[src/rtl/addsub_bcd_seq_ctrl.sv]
// addsub_bcd_seq_ctrl: debounced GO button starts one add/subtract of the
// switch operands; the signed result is converted to sign + 3 BCD digits by a
// double-dabble loop (one iteration per cycle). The outputs hold the last
// completed result for the display mux until the next completion.
module addsub_bcd_seq_ctrl #(
    parameter int DEB_CYCLES = 50000,
    parameter int DW         = 8
) (
    input  logic          CLK,
    input  logic          RST,
    input  logic [DW-1:0] SW_A,
    input  logic [DW-1:0] SW_B,
    input  logic          KEY_OP,
    input  logic          KEY_GO,
    output logic          BUSY,
    output logic          DONE,
    output logic          SIGN,
    output logic [11:0]   BCD
);

    localparam int CW  = (DEB_CYCLES > 1) ? $clog2(DEB_CYCLES) : 1;
    localparam int RW  = DW + 2;   // signed sum/difference width
    localparam int MW  = DW + 1;   // magnitude width (0..510)
    localparam int SHW = 12 + MW;  // BCD digits above the binary magnitude

    localparam logic [CW-1:0] DEB_LAST  = CW'(DEB_CYCLES - 1);
    localparam logic [3:0]    ITER_LAST = 4'(MW - 1);

    typedef enum logic [1:0] {
        S_IDLE,
        S_CAPTURE,
        S_COMPUTE,
        S_CONVERT
    } state_t;

    // Button synchronizer and debouncer state.
    logic          sync1_q, sync2_q;
    logic          deb_lvl_q, deb_lvl_d;
    logic [CW-1:0] deb_cnt_q, deb_cnt_d;
    logic          accept;

    // Sequencer state.
    state_t         state_q, state_d;
    logic [DW-1:0]  a_q, a_d, b_q, b_d;
    logic           op_q, op_d;
    logic [SHW-1:0] shift_q, shift_d;
    logic [3:0]     iter_q, iter_d;
    logic           neg_q, neg_d;
    logic [11:0]    bcd_q, bcd_d;
    logic           sign_q, sign_d;
    logic           done_q, done_d;

    // Arithmetic on the captured operands.
    logic [RW-1:0]  res;
    logic           res_neg;
    logic [RW-1:0]  res_mag;
    logic [SHW-1:0] shift_adj;

    // Add 3 to every BCD digit that is 5 or more, ahead of the left shift.
    function automatic logic [SHW-1:0] add3(input logic [SHW-1:0] s);
        logic [SHW-1:0] r;
        r = s;
        for (int d = 0; d < 3; d++) begin
            if (r[MW + 4*d +: 4] >= 4'd5)
                r[MW + 4*d +: 4] = r[MW + 4*d +: 4] + 4'd3;
        end
        return r;
    endfunction

    assign res       = op_q ? ({2'b00, a_q} - {2'b00, b_q}) : ({2'b00, a_q} + {2'b00, b_q});
    assign res_neg   = res[RW-1] & (res != '0);
    assign res_mag   = res_neg ? -res : res;
    assign shift_adj = add3(shift_q);

    // Debounce: flip the accepted level after DEB_CYCLES consecutive cycles of
    // disagreement; a rising flip is the accept pulse.
    always_comb begin
        deb_cnt_d = '0;
        deb_lvl_d = deb_lvl_q;
        accept    = 1'b0;
        if (sync2_q != deb_lvl_q) begin
            if (deb_cnt_q == DEB_LAST) begin
                deb_lvl_d = sync2_q;
                accept    = sync2_q;
            end else begin
                deb_cnt_d = deb_cnt_q + 1'b1;
            end
        end
    end

    // Next-state and datapath control for IDLE -> CAPTURE -> COMPUTE -> CONVERT.
    always_comb begin
        // NOTE: every signal gets its hold value first so no path through the
        // case infers a latch.
        state_d = state_q;
        a_d     = a_q;
        b_d     = b_q;
        op_d    = op_q;
        shift_d = shift_q;
        iter_d  = iter_q;
        neg_d   = neg_q;
        bcd_d   = bcd_q;
        sign_d  = sign_q;
        done_d  = 1'b0;
        case (state_q)
            S_IDLE: begin
                if (accept) state_d = S_CAPTURE;
            end
            S_CAPTURE: begin
                a_d     = SW_A;
                b_d     = SW_B;
                op_d    = KEY_OP;
                state_d = S_COMPUTE;
            end
            S_COMPUTE: begin
                neg_d   = res_neg;
                shift_d = {{(SHW-RW){1'b0}}, res_mag};
                iter_d  = '0;
                state_d = S_CONVERT;
            end
            S_CONVERT: begin
                shift_d = shift_adj << 1;
                iter_d  = iter_q + 4'd1;
                if (iter_q == ITER_LAST) begin
                    bcd_d   = shift_d[SHW-1:MW];
                    sign_d  = neg_q;
                    done_d  = 1'b1;
                    state_d = S_IDLE;
                end
            end
            default: state_d = S_IDLE;
        endcase
    end

    // State registers; reset discards any operation in flight.
    always_ff @(posedge CLK or posedge RST) begin
        if (RST) begin
            sync1_q   <= 1'b0;
            sync2_q   <= 1'b0;
            deb_lvl_q <= 1'b0;
            deb_cnt_q <= '0;
            state_q   <= S_IDLE;
            a_q       <= '0;
            b_q       <= '0;
            op_q      <= 1'b0;
            shift_q   <= '0;
            iter_q    <= '0;
            neg_q     <= 1'b0;
            bcd_q     <= '0;
            sign_q    <= 1'b0;
            done_q    <= 1'b0;
        end else begin
            // NOTE: non-blocking assignments so the two synchronizer stages
            // each add one register delay instead of collapsing into a wire.
            sync1_q   <= KEY_GO;
            sync2_q   <= sync1_q;
            deb_lvl_q <= deb_lvl_d;
            deb_cnt_q <= deb_cnt_d;
            state_q   <= state_d;
            a_q       <= a_d;
            b_q       <= b_d;
            op_q      <= op_d;
            shift_q   <= shift_d;
            iter_q    <= iter_d;
            neg_q     <= neg_d;
            bcd_q     <= bcd_d;
            sign_q    <= sign_d;
            done_q    <= done_d;
        end
    end

    assign BUSY = (state_q != S_IDLE);
    assign DONE = done_q;
    assign SIGN = sign_q;
    assign BCD  = bcd_q;

endmodule
[config.mk]
export PLATFORM = sky130hd
export DESIGN_NAME = addsub_bcd_seq_ctrl
export DESIGN_NICKNAME = d
export VERILOG_FILES = /design/src/rtl/addsub_bcd_seq_ctrl.sv
export SDC_FILE = /design/constraint.sdc
export NUM_CORES = 1
export LEC_CHECK = 0
export ABC_AREA = 0
export BUFFER_PORTS_ARGS = -buffer_cell sky130_fd_sc_hd__buf_2
export CORE_UTILIZATION = 45
export DETAILED_ROUTE_END_ITERATION = 7
export SETUP_SLACK_MARGIN = 0.05
export SYNTH_ARGS = -nofsm -noshare
export SYNTH_HDL_FRONTEND = slang
export SYNTH_SLANG_ARGS = --single-unit
[constraint.sdc]
create_clock -name CLK -period 3.02 [get_ports CLK]
set_input_delay 0.151 -clock CLK [delete_from_list [all_inputs] [get_ports CLK]]
set_output_delay 0.151 -clock CLK [all_outputs]
set_load 0.01 [all_outputs]
==> impl_metrics.csv <==
group,metric,value,unit
run_status,status,"finished, final reports clean",
layout,antenna_cells,0,
layout,final_core_util,53.10,%
grt,grt_pass1_wl,14.02,mm
clock_tree,cts_tree,"built",
clock_tree,cts_buffers,9,
layout,layout-drive-gt1-share,14.74,%
detailed_routing,wl_per_cell,12.69,µm
place,hpwl,5.741,mm
synth,netlist_instances,459,
clock_tree,clk_path_buf_depth,2,
detailed_routing,drt_iter0_drc,87,
sta,slew_headroom,44.89,%
hold_path,hold_path_class,"primary input to register",
sta,worst_slew_pin_slew,823.6,ps
place,gp_congestion,0.8363,
grt,grtUsageTotal,17.41,%
sta,fmax,368.7,MHz
flow_run,maxCapViolCount,0,
worst_setup_path,end_kind,"register",
synth,ys_types,48,
clock_tree,cts_resized,0,
power,max-vdd-ir-drop,0.0002124,V
floorplan,initial_core_util,46.75,%
worst_setup_path,path_buf_inv,2,
synth,synth_top_cells_by_area,"dfrtp_1 (45%), ha_1 (8.9%), nand2_1 (5.4%), o21ai_0 (4.6%), xnor2_1 (3.6%)",
power,power.leakage,2.345,nW
synth,synth.net_count,512,
floorplan,die_h,100.2,µm
grt,grt_busiest_layer,"met2",
floorplan,core_area,9284,µm²
layout,area_delta_synth_final,13.58,%
sta,skew,9.517,ps
synth,synth-edff-count,0,
floorplan,io_pins,35,
sta,min_period_over_period,89.82,%
detailed_routing,viasPerCell,5.135,
sta,hold_violations,0,
synth,synth_area_leader_cell,"dfrtp_1",
synth,yosys_warnings,0,
clock_tree,h-tree-depth,3,
sta,finalCriticalPeriod,2713,ps
floorplan,rows,35,
worst_setup_path,worstPathCellList,"inv_1 -> ha_1 -> inv_1 -> fa_1 -> a211oi_1 -> nor2_1 -> o21a_1 -> o21ai_1 -> o21ai_1 -> xnor2_1 -> a311oi_1 -> a211o_1",
detailed_routing,drc,0,
floorplan,die-area,10040,µm²
worst_setup_path,critPathMaxStageDelay,410,ps
layout,final_cell_area,4930,µm²
synth,syn_avg_cell_area,9.456,µm²
clock_tree,cts_sinks,78,
layout,mostFrequentLayoutCells,"dfrtp_1 (78), nand2_1 (62), o21ai_0 (40)",
worst_setup_path,path_delay_family,"compound AO/OA/AOI/OAI gates",
grt,overflow,0,
grt,antenna_found_initial,0,
grt,grt_max_degree,38,
grt,grtUsageMet1,22.91,%
detailed_routing,via_count,3240,
floorplan,die_w,100.2,µm
clock_tree,ctsHoldBuffers,6,
detailed_routing,ant_nets,0,
sta,slew_violations,0,
worst_setup_path,critPathSlowestCell,"fa_1",
sta,setup_tns,0,ps
power,pwr_density_cell,407.4,nW/µm²
place,placed_area,4638,µm²
clock_tree,clkTransAtPathRegs,90,ps
sta,finalSetupViolCount,0,
synth,synthFlopType,"dfrtp_1",
synth,yosysSeqAreaShare,44.97,%
grt,grt_use_met2,28.87,%
grt,gr-usage-met3,2.925,%
layout,layout_commonest_cell,"dfrtp_1",
worst_setup_path,startpoint_type,"register",
worst_setup_path,critPathMaxFanout,4,
synth,syn-cell-area,4340,µm²
layout,finalNetCount,550,
sta,fin_ws,307.5,ps
place,port_buffers,34,
synth,ys_ff_latch,78,
worst_setup_path,worstPathRequired,3260,ps
worst_setup_path,cp.arrival,2950,ps
detailed_routing,first_pass_iters,4,
synth,synth_top_area_share,44.97,%
grt,first_global_vias,3100,
sta,rsz0062_at_grt,"no",
clock_tree,post-cts-setup-buffers,0,
synth,async_flop_share,100.0,%
place,place_ws,343.4,ps
worst_setup_path,critical_path_class,"register to register",
clock_tree,clk_latency,350,ps
clock_tree,cts_root_buf,"clkbuf_8",
detailed_routing,routed_wl,8.006,mm
worst reg2reg max path, delay by kind of cell (launching register included):
kind	cells	cell delay [ps]
simple gates	1	100
flops	1	390
buf+inv	2	140
fa+ha+maj	2	570
xor+xnor	1	360
compound gates	6	1060
sequential cells by signal, summed over array words and instances (netlist names), 2 cells and up:
| name | cells |
|---|---|
| shift_q | 21 |
| deb_cnt_q | 16 |
| BCD | 12 |
| a_q | 8 |
| b_q | 8 |
| iter_q | 4 |
| state_q | 2 |
logic make-up (layout without fill, tap and decap cells):
family                   count (synthesis)  after routing  share of synthesized area (%)
buffers and inverters                   51             94                          4.526
flip-flops                              78             78                          44.97
AND/OR/NAND/NOR                        152            152                          16.37
XOR/XNOR                                29             29                          5.852
adder cells (fa/ha/maj)                 33             33                          9.859
AO/OA/AOI/OAI                           97             97                          13.72
multiplexers                            19             19                          4.699
synthesized netlist by cell type (2+ instances only):
library cell	instances
a211oi_1	3
nor3b_1	5
nor2_1	36
dfrtp_1	78
ha_1	31
xor2_1	11
xnor2_1	18
o21bai_1	2
nand4_1	2
fa_1	2
nand3_1	11
o21ai_0	40
mux2_2	11
o21a_1	3
mux2i_1	8
a31o_1	2
nor3_1	5
a22oi_1	2
a31oi_1	2
a211o_1	2
a21o_1	2
nand2_1	62
o211ai_1	3
and3_1	4
o221ai_1	2
buf_2	4
a311oi_1	2
inv_2	2
or3_1	8
inv_1	31
nand2b_1	6
clkbuf_1	14
nor4_1	2
o31ai_1	4
a21oi_1	15
a22o_1	3
nor2b_1	5
o21ai_1	6
final timing paths:
check | startpoint | endpoint | slack [ps] | depth (start not counted)
worst min-delay path | SW_A[0] | a_q[0] | 20 | 3
min in group asynchronous | RST | deb_cnt_q[7] | 400 | 3
worst max register to register | a_q[0] | shift_q[7] | 310 | 12
max in group asynchronous | RST | shift_q[14] | 1860 | 4
worst max-delay path | a_q[0] | shift_q[7] | 310 | 12
worst min register to register | sync1_q | sync2_q | 370 | 0
per-layer routing:
layer	wire (µm)	up-vias
met5	0	-
met4	131	0
met3	186	12
met2	3657	48
met1	4030	1539
li1	-	1641
power by group:
group | internal [mW] | leakage, nW | total (mW) | switching (mW)
registers | 1.05 | 1.04 | 1.05 | 0.00293
logic | 0.0192 | 1.19 | 0.0486 | 0.0295
clock network | 0.496 | 0.118 | 0.909 | 0.413
total | 1.56 | 2.35 | 2.01 | 0.446
per-stage QoR:
step	total power, mW	hold WS [ps]	cells
3_5_place_dp	1.117	257.4	609
4_1_cts	2.043	5.999	631
6_report	2.009	20.72	631
3_3_place_gp	1.116	256.8	609
5_1_grt	2.080	13.98	631
2_1_floorplan	1.095	182.4	459
cell type report:
| class | count | area (µm²) |
|---|---|---|
| inverter | 33 | 125.1 |
| multi-input combinational | 330 | 2192 |
| tap | 129 | 161.4 |
| timing repair buffer | 45 | 267.8 |
| sequential | 78 | 1952 |
| clock buffer | 10 | 137.6 |
| fill | 899 | 4354 |
| clock inverter | 6 | 93.84 |
No activity file was read; power rests on OpenSTA's default activity.
